<file path="src/rtl/char_print_ctrl.sv">
// -----------------------------------------------------------------------------
// char_print_ctrl
//   Sequences the core's `charprint` characters into the video character-map
//   RAM. Characters wait in a small FIFO. A cursor FSM writes printable codes,
//   handles LF / CR / BS, and scrolls the screen by copying rows through a
//   shared, grant-arbitrated VRAM port. Scanout owns VRAM priority, so every
//   access is held stable until it is granted.
//
// Optional feature (macro CHARPRINT_FORMFEED_EN):
//   When defined, 0x0C clears the whole screen and homes the cursor.
//   When undefined, 0x0C is ignored like any other non-printable code.
//
// Ports:
//   clk         system clock, rising edge
//   reset       asynchronous reset, active low
//   charprint   one-cycle strobe; char_in is sampled with it
//   char_in     character code
//   busy        FIFO non-empty or FSM not idle
//   overflow    sticky: a character arrived while the FIFO was full
//   cursor_col  current cursor column
//   cursor_row  current cursor row
//   vram_req    VRAM access request
//   vram_gnt    request granted this cycle (the access happens in that cycle)
//   vram_adr    cell address = row*COLS + col
//   vram_we     write enable (read when 0)
//   vram_wd     write data
//   vram_rd     read data, valid the cycle after a granted read
// -----------------------------------------------------------------------------
module char_print_ctrl #(
  parameter int COLS  = 80,
  parameter int ROWS  = 30,
  parameter int AW    = 12,
  parameter int DEPTH = 4
) (
  input  logic                    clk,
  input  logic                    reset,
  input  logic                    charprint,
  input  logic [7:0]              char_in,
  output logic                    busy,
  output logic                    overflow,
  output logic [$clog2(COLS)-1:0] cursor_col,
  output logic [$clog2(ROWS)-1:0] cursor_row,
  output logic                    vram_req,
  input  logic                    vram_gnt,
  output logic [AW-1:0]           vram_adr,
  output logic                    vram_we,
  output logic [7:0]              vram_wd,
  input  logic [7:0]              vram_rd
);

  localparam int CW = $clog2(COLS);
  localparam int RW = $clog2(ROWS);
  localparam int PW = $clog2(DEPTH);

  localparam logic [CW-1:0] COL_LAST      = CW'(COLS - 1);
  localparam logic [RW-1:0] ROW_LAST      = RW'(ROWS - 1);
  localparam logic [AW-1:0] COLS_A        = AW'(COLS);
  localparam logic [AW-1:0] COPY_LAST     = AW'((ROWS - 1) * COLS - 1);
  localparam logic [AW-1:0] LAST_ROW_BASE = AW'((ROWS - 1) * COLS);
  localparam logic [AW-1:0] SCREEN_LAST   = AW'(ROWS * COLS - 1);
  localparam logic [PW:0]   FIFO_FULL_CNT = (PW + 1)'(DEPTH);

  typedef enum logic [2:0] {
    S_IDLE,
    S_DISPATCH,
    S_WRITE,
    S_SCR_RD,
    S_SCR_WAIT,
    S_SCR_WR,
    S_CLR_ROW
`ifdef CHARPRINT_FORMFEED_EN
    , S_CLR_ALL
`endif
  } state_t;

  // ---------------------------------------------------------------------------
  // Pending-character FIFO
  // ---------------------------------------------------------------------------
  logic [7:0]    fifo_mem_q [DEPTH];
  logic [PW-1:0] wr_ptr_q, wr_ptr_d, rd_ptr_q, rd_ptr_d;
  logic [PW:0]   count_q, count_d;
  logic          overflow_q, overflow_d;
  logic          fifo_full, fifo_empty, push, pop;

  state_t        state_q, state_d;
  logic [7:0]    char_q, char_d;
  logic [CW-1:0] col_q, col_d;
  logic [RW-1:0] row_q, row_d;
  logic [AW-1:0] scr_q, scr_d;     // scroll / clear cell index
  logic [7:0]    data_q, data_d;   // cell captured during a scroll copy
  logic [AW-1:0] cell_adr;
  logic          access;

  assign fifo_full  = (count_q == FIFO_FULL_CNT);
  assign fifo_empty = (count_q == '0);
  assign push       = charprint && !fifo_full;
  assign pop        = (state_q == S_IDLE) && !fifo_empty;

  always_comb begin
    wr_ptr_d   = wr_ptr_q + PW'(push);
    rd_ptr_d   = rd_ptr_q + PW'(pop);
    count_d    = count_q + (PW + 1)'(push) - (PW + 1)'(pop);
    overflow_d = overflow_q | (charprint & fifo_full);
  end

  // NOTE: storage arrays carry no reset; the pointers and count define which
  // entries are valid, so resetting the data would only cost reset fan-out.
  always_ff @(posedge clk) begin
    if (push) fifo_mem_q[wr_ptr_q] <= char_in;
  end

  // ---------------------------------------------------------------------------
  // State register
  // ---------------------------------------------------------------------------
  // NOTE: sequential state uses non-blocking assignment so every flop samples
  // the pre-edge values, independent of process evaluation order.
  always_ff @(posedge clk or negedge reset) begin
    if (!reset) begin
      state_q    <= S_IDLE;
      wr_ptr_q   <= '0;
      rd_ptr_q   <= '0;
      count_q    <= '0;
      overflow_q <= 1'b0;
      char_q     <= '0;
      col_q      <= '0;
      row_q      <= '0;
      scr_q      <= '0;
      data_q     <= '0;
    end else begin
      state_q    <= state_d;
      wr_ptr_q   <= wr_ptr_d;
      rd_ptr_q   <= rd_ptr_d;
      count_q    <= count_d;
      overflow_q <= overflow_d;
      char_q     <= char_d;
      col_q      <= col_d;
      row_q      <= row_d;
      scr_q      <= scr_d;
      data_q     <= data_d;
    end
  end

  // ---------------------------------------------------------------------------
  // Next-state logic. The FSM only leaves an access state on a granted cycle.
  // ---------------------------------------------------------------------------
  assign access = vram_req && vram_gnt;

  // NOTE: every combinational output gets a default first, so no path through
  // the case statement can leave a value unassigned and infer a latch.
  always_comb begin
    state_d = state_q;
    char_d  = char_q;
    col_d   = col_q;
    row_d   = row_q;
    scr_d   = scr_q;
    data_d  = data_q;
    unique case (state_q)
      S_IDLE: begin
        if (!fifo_empty) begin
          char_d  = fifo_mem_q[rd_ptr_q];
          state_d = S_DISPATCH;
        end
      end
      S_DISPATCH: begin
        if (char_q >= 8'h20 && char_q <= 8'h7E) begin
          state_d = S_WRITE;
        end else begin
          state_d = S_IDLE;
          case (char_q)
            8'h0A: begin  // LF: carriage return plus row advance
              col_d = '0;
              if (row_q != ROW_LAST) begin
                row_d = row_q + RW'(1);
              end else begin
                scr_d   = '0;
                state_d = S_SCR_RD;
              end
            end
            8'h0D: col_d = '0;
            8'h08: begin  // BS: step back and blank the cell, no advance
              if (col_q != '0) begin
                col_d   = col_q - CW'(1);
                state_d = S_WRITE;
              end
            end
`ifdef CHARPRINT_FORMFEED_EN
            8'h0C: begin
              scr_d   = '0;
              state_d = S_CLR_ALL;
            end
`endif
            default: state_d = S_IDLE;
          endcase
        end
      end
      S_WRITE: begin
        if (access) begin
          state_d = S_IDLE;
          if (char_q != 8'h08) begin
            if (col_q != COL_LAST) begin
              col_d = col_q + CW'(1);
            end else begin
              col_d = '0;
              if (row_q != ROW_LAST) begin
                row_d = row_q + RW'(1);
              end else begin
                scr_d   = '0;
                state_d = S_SCR_RD;
              end
            end
          end
        end
      end
      S_SCR_RD: begin
        if (access) state_d = S_SCR_WAIT;
      end
      S_SCR_WAIT: begin
        data_d  = vram_rd;
        state_d = S_SCR_WR;
      end
      S_SCR_WR: begin
        if (access) begin
          if (scr_q == COPY_LAST) begin
            scr_d   = LAST_ROW_BASE;
            state_d = S_CLR_ROW;
          end else begin
            scr_d   = scr_q + AW'(1);
            state_d = S_SCR_RD;
          end
        end
      end
      S_CLR_ROW: begin
        if (access) begin
          if (scr_q == SCREEN_LAST) begin
            col_d   = '0;
            state_d = S_IDLE;
          end else begin
            scr_d = scr_q + AW'(1);
          end
        end
      end
`ifdef CHARPRINT_FORMFEED_EN
      S_CLR_ALL: begin
        if (access) begin
          if (scr_q == SCREEN_LAST) begin
            col_d   = '0;
            row_d   = '0;
            state_d = S_IDLE;
          end else begin
            scr_d = scr_q + AW'(1);
          end
        end
      end
`endif
      default: state_d = S_IDLE;
    endcase
  end

  // ---------------------------------------------------------------------------
  // Outputs. VRAM signals depend on registered state only, so they stay
  // stable while a request waits for its grant.
  // ---------------------------------------------------------------------------
  assign cell_adr = AW'(row_q) * COLS_A + AW'(col_q);

  always_comb begin
    vram_req = 1'b0;
    vram_adr = '0;
    vram_we  = 1'b0;
    vram_wd  = '0;
    case (state_q)
      S_WRITE: begin
        vram_req = 1'b1;
        vram_adr = cell_adr;
        vram_we  = 1'b1;
        vram_wd  = (char_q == 8'h08) ? 8'h20 : char_q;
      end
      S_SCR_RD: begin
        vram_req = 1'b1;
        vram_adr = scr_q + COLS_A;
      end
      S_SCR_WR: begin
        vram_req = 1'b1;
        vram_adr = scr_q;
        vram_we  = 1'b1;
        vram_wd  = data_q;
      end
      S_CLR_ROW: begin
        vram_req = 1'b1;
        vram_adr = scr_q;
        vram_we  = 1'b1;
        vram_wd  = 8'h20;
      end
`ifdef CHARPRINT_FORMFEED_EN
      S_CLR_ALL: begin
        vram_req = 1'b1;
        vram_adr = scr_q;
        vram_we  = 1'b1;
        vram_wd  = 8'h20;
      end
`endif
      default: ;
    endcase
  end

  assign busy       = !fifo_empty || (state_q != S_IDLE);
  assign overflow   = overflow_q;
  assign cursor_col = col_q;
  assign cursor_row = row_q;

endmodule

</file>
<file path="config.mk">
export PLATFORM = sky130hd
export DESIGN_NAME = char_print_ctrl
export DESIGN_NICKNAME = d
export VERILOG_FILES = /design/src/rtl/char_print_ctrl.sv
export SDC_FILE = /design/constraint.sdc
export NUM_CORES = 1
export LEC_CHECK = 0
export BUFFER_PORTS_ARGS = -buffer_cell sky130_fd_sc_hd__buf_2
export CAP_MARGIN = 20
export CORE_UTILIZATION = 35
export CTS_CLUSTER_DIAMETER = 80
export DETAILED_ROUTE_END_ITERATION = 10
export PLACE_DENSITY = 0.52
export SYNTH_ARGS = -nofsm -noshare
export SYNTH_HDL_FRONTEND = slang
export SYNTH_SLANG_ARGS = --single-unit
</file>
<file path="constraint.sdc">
create_clock -name clk -period 2.6 [get_ports clk]
set_clock_uncertainty 0.15 [all_clocks]
set_input_delay 0.26 -clock clk [delete_from_list [all_inputs] [get_ports clk]]
set_output_delay 0.26 -clock clk [all_outputs]
set_load 0.01 [all_outputs]
</file>
**Yosys cells after proc, flatten, opt, wreduce, memory -nomap -nowiden**

Memories as Yosys holds them, arrays and structs flattened. A register that Yosys moved wholly into a read port is not among the register bits.
Index checks and enable logic that the tools add are counted.

- Reduce and logical (&&, ||, !) cells: 24
- Bitwise operators: 3
- Multipliers: 1
- $lt $le $gt $ge: 2
- Multiplexer cells: 48
- Equal/unequal tests: 28
- $add $sub $neg: 10

Operators with widths:

| cell | number |
|---|---|
| two-way mux 12 bit | 10 |
| two-way mux 7 bit | 7 |
| one-hot mux 12 bit (4 select lines) | 1 |
| one-hot mux 12 bit (3 select lines) | 1 |
| two-way mux 5 bit | 6 |
| equality test 12 bit (second input constant) | 2 |
| equality test 8 x 4 -> 1 bit (second input constant) | 3 |
| one-hot mux 8 bit (3 select lines) | 1 |
| two-way mux 3 bit | 7 |
| one-hot mux 3 bit (7 select lines) | 1 |
| one-hot mux 7 bit (3 select lines) | 1 |
| inequality test 2 bit (second input constant) | 10 |
| one-hot mux 7 bit (2 select lines) | 1 |
| adder 12 x 1 -> 12 bit (second input constant) | 1 |
| adder 12 x 7 -> 12 bit | 1 |
| adder 12 x 7 -> 12 bit (second input constant) | 1 |
| equality test 3 bit (second input constant) | 4 |
| AND reduction 6 bit | 2 |
| two-way mux 2 bit | 5 |
| one-hot mux 5 bit (2 select lines) | 1 |
| AND reduction 9 bit | 1 |
| >= comparator 8 x 6 -> 1 bit (second input constant) | 1 |
| <= comparator 8 x 7 -> 1 bit (second input constant) | 1 |
| multiplier 5 x 3 -> 8 bit (second input constant) | 1 |
| 32 further kinds | 46 |

- RAM bits: 32
- Flip-flop bits (word level): 43
- Memories: 1

Memory list:

| memory | words | width | read ports | clocked after Yosys merged registers in | write ports | line | RTL |
|---|---|---|---|---|---|---|---|
| fifo_mem_q | 4 | 8 | 1 | 1 | 1 | 79 | `logic [7:0] fifo_mem_q [DEPTH];` |

**Depth between registers and ports, before layout**

- Depth in word-level cells: 6
- Depth in mapped cells: 11
- Depth with buffers taken out: 10

**Least setup slack after synthesis**

OpenSTA, ideal clock, no wires.

- Kind: register to output
- Start point: register row_q[1] (netlist: cursor_row[1])
- End point: output port vram_adr[10]
- Slack: -0.210 ns
- Arrival time: 2.400 ns
- Stages on the path, launching flop included: 10
- Path through: dfrtp_1 ha_1 ha_1 fa_1 nor2b_1 or2_2 o2111ai_1 xor2_1 nor2_1 a221o_1

- Cells in the longest elaborated chain, start to end: 3

Ends and longest elaborated chain:

| item | line | RTL |
|---|---|---|
| from (decl) | 88 | `logic [RW-1:0] row_q, row_d;` |
| from (signal assigned) | 137 | `row_q <= row_d;` |
| multiplier 5 x 3 -> 8 bit | 263 | `assign cell_adr = AW'(row_q) * COLS_A + AW'(col_q);` |
| adder 12 x 7 -> 12 bit | 263 |  |
| one-hot mux 12 bit (3 select lines) | 270 | `case (state_q)` |
| to (decl) | 45 | `output logic [AW-1:0] vram_adr,` |

No other way between the ends.

**Worst setup path after layout**

- Start point: register row_q[3] (netlist: cursor_row[3])
- End point: output port vram_adr[10]

The elaborated chain is that of the path after synthesis.

==> metrics.md <==
| Metric | Value |
|---|---|
| CP startpoint | cursor_row[3] |
| Detailed Route Iter0 Violations | 137 |
| Minimum hold slack | 0.00874 ns |
| Total routed wirelength | 12600 um |
| Failing checks | setup timing |
| Die width | 120 um |
| Fill count | 1268 |
| Syn Area/Cell | 10.6 um2 |
| Multi-input logic area | 2660 um2 |
| Final count of negative-setup-slack endpoints | 4 |
| RR Endpoint | cursor_col[4] |
| Clk sinks | 83 |
| N_diodes | 0 |
| Vias | 4103 |
| Post-route ant nets | 0 |
| Synth Instances | 457 |
| Vias in the first global route | 3937 |
| Port Buf Inserts | 55 |
| DRC errors left | 0 |
| GPL Wtd Cong | 0.898 |
| WL/cell | 16.5 um |
| Setup tns final | -1.10 ns |
| Flop-to-flop setup slack | 0.07 ns |
| Reg clk slew, reported paths | 0.06 ns |
| Half-perimeter wire length after placement | 9110 um |
| First-pass GRT wire length | 20000 um |
| Yosys top cell area share | 26.4% |
| Ys async rst share | 61.4% |
| CTS tree | done |
| Overflow after GRT | 0 |
| Worst path required time | 2.19 ns |
| Worst Tran Pin Value | 0.686 ns |
| Synth Cell Area | 4840 um2 |
| Final worst-path cycle share | 118% |
| Fmax | 0.327 GHz |
| RSZ-0062 raised after global routing | yes |
| I/O pin count | 56 |
| Non-Filler Instances | 764 |
| Worst reg-to-reg path cell count | 7 |
| Worst hold stages | 2 |
| Post-layout nets | 628 |
| PwrDens | 1050 nW/um2 |
| Post-Route Utilization | 48.1% |
| Core Rows | 42 |
| Post-DP Area | 5660 um2 |
| Slew Viols, Final | 0 |
| Pwr Total | 6.71 mW |
| Final Hold Fails | 0 |
| Share of cells above drive strength 1 | 35.7% |
| Sequential element share of the synthesized area | 46.2% |
| H-tree Lvls | 3 |
| Kind of critical path | flip-flop to output pin |
| Die Y | 120 um |
| Worst slew margin | 54.2% |
| Leak | 2.68 nW |
| Reg2reg start | char_q[4] |
| Max-cap viol count | 0 |
| Status | complete, but fails checks |
| Worst Hold Class | input port to flip-flop |
| Critical Path AT | 2.65 ns |
| Post-synth EDFFs | 32 |
| All-Layer GR Usage | 18.2% |
| Syn nets | 502 |
| Worst setup margin | -0.455 ns |
| Top_reg_cell synth | dfrtp_1 |
| Bufs on Longest Clock Path | 2 |
| Number of CTS-inserted buffers | 9 |
| Area delta synth->final | 32.5% |
| Placed Instances | 722 |
| Ys Warns | 0 |
| Setup crit end kind | output pin |
| Dpl ws | -0.184 ns |
| Biggest area consumer among synthesized cells | dfrtp_1 |
| Distinct cells, synth | 64 |
| Initial Utilization | 36.3% |
| Number of synthesized register bits | 83 |
| Die ar. | 14300 um2 |
| Final Cell Area | 6410 um2 |
| Area of the core | 13300 um2 |
| Worst-skew pair later-pin latency | 0.35 ns |
| Via-to-Cell Ratio | 5.37 |
| CTS Root Buffer Type | clkbuf_16 |
| Largest net degree at the start of global routing | 52 |
| Setup crit end | vram_adr[10] |
| Total area of sequential cells | 2240 um2 |
| Post-layout min period | 3.06 ns |
| TritonRoute pass-1 iters | 4 |
| CP Max Fanout | 2 |
| Worst setup SP type | flip-flop |
| Largest cells by area after synthesis | dfrtp_1 26%, edfxtp_1 20%, ha_1 5.7%, mux2_2 4.0%, mux4_2 3.7% |
| Initial antenna violation count | 0 |
| IR drop worst, VDD | 400 uV |
-- placed cells by master, fill, tap and decap left out, types with 5 or more instances in the layout --
cell	count
buf_4	60
buf_2	55
dfrtp_1	46
nand2_1	37
edfxtp_1	32
nor2_1	29
o21ai_0	23
a21oi_1	19
o21ai_1	18
nand3_1	17
mux2_2	17
dlygate4sd3_1	16
inv_1	15
ha_1	14
nor3_1	11
a22o_1	10
xnor2_1	10
clkbuf_16	9
mux4_2	8
ha_4	8
nor2b_1	7
and3_1	7
nand4_1	6
nand2b_1	5
or3_1	5
o31ai_1	5
dfrtp_2	5
buf_6	5
-- flip-flops by register name, summed over array words and instances (netlist names) --
name and cells:
fifo_mem_q 32, scr_q 12, char_q 8, data_q 8
cursor_col 7, cursor_row 5, count_q 3, state_q 3
rd_ptr_q 2, wr_ptr_q 2, overflow 1
-- metal layers --
layer / global-route usage, % / part of all wire [%] / wire [um]
met1: 22.0 / 43 / 5460
met2: 29.9 / 49 / 6210
met3: 4.04 / 3.9 / 499
met4: 10.1 / 3.7 / 468
met5: 0 / 0 / 0
-- final cells by class --
| type | instances | area share (%) |
|---|---|---|
| well taps | 176 | 3.43 |
| flip-flops and latches | 83 | 35.0 |
| multi-input cells | 336 | 41.4 |
| inverters | 17 | 1.05 |
| clock inverters | 6 | 0.741 |
| repair buffers | 136 | 14.7 |
| clock buffers | 10 | 3.73 |
-- Yosys cell counts, drive strengths merged, types with 2 or more instances --
| library cell | instances |
|---|---|
| o41ai | 2 |
| nor3 | 16 |
| mux2 | 17 |
| and3 | 7 |
| a211oi | 2 |
| nand3 | 17 |
| o22a | 2 |
| a21oi | 21 |
| or2 | 2 |
| xor2 | 4 |
| a311oi | 2 |
| nor2b | 12 |
| mux4 | 8 |
| or3 | 5 |
| nor4 | 5 |
| xnor2 | 11 |
| o31ai | 8 |
| nand2 | 37 |
| o221ai | 3 |
| edfxtp | 32 |
| ha | 22 |
| fa | 3 |
| o32ai | 2 |
| o211ai | 2 |
| a221o | 4 |
| nor3b | 2 |
| dfrtp | 51 |
| buf | 9 |
| clkbuf | 13 |
| a21o | 4 |
| o21ai | 43 |
| nand4 | 6 |
| nand2b | 6 |
| a22o | 10 |
| inv | 16 |
| nor2 | 30 |
| a31oi | 4 |
-- worst min-delay path by stage --
stage	startpoint	end	slack (ns)
floorplan	reset	char_q[0]	-0.19
global placement	reset	cursor_row[4]	0.28
detailed placement	reset	cursor_row[2]	0.29
CTS	vram_rd[3]	data_q[3]	0.002
global route	vram_rd[3]	data_q[3]	0.004
finish	vram_rd[3]	data_q[3]	0.009
-- what timing repair did --
item,4_1_cts,5_1_grt
hold endpoints to repair,90,0
setup buffers,0,9
gates cloned,0,1
pin swaps,6,16
setup endpoints to repair,5,18
resized for setup,13,35
hold buffers,16,0
-- cell families (layout without fill, tap and decap cells) --
group	count (synthesis)	in the layout	synth area share (%)
compound gates	116	116	16.0
xor+xnor	15	15	2.71
fa+ha+maj	25	25	6.93
buf+inv	39	169	3.46
flops	83	83	46.2
mux	26	26	7.89
simple gates	153	154	16.8
-- critical path: stages (launching register included) --
cell       delay (ns)
dfrtp_2          0.43
ha_4             0.26
ha_4             0.16
fa_2             0.35
buf_6            0.13
nor2b_4          0.10
or2_4            0.13
o2111ai_2        0.12
xor2_1           0.17
nor2_1           0.05
a221o_1          0.26
buf_2            0.14
-- where the power goes --
part | switching [mW] | internal (mW) | leakage [nW] | total, mW
Clock | 0.539 | 0.681 | 0.141 | 1.22
Combinational | 1.68 | 1.70 | 1.61 | 3.38
Sequential | 0.340 | 1.77 | 0.930 | 2.11
Total | 2.56 | 4.15 | 2.68 | 6.71
Note: power is estimated with default switching activity, not from simulation.
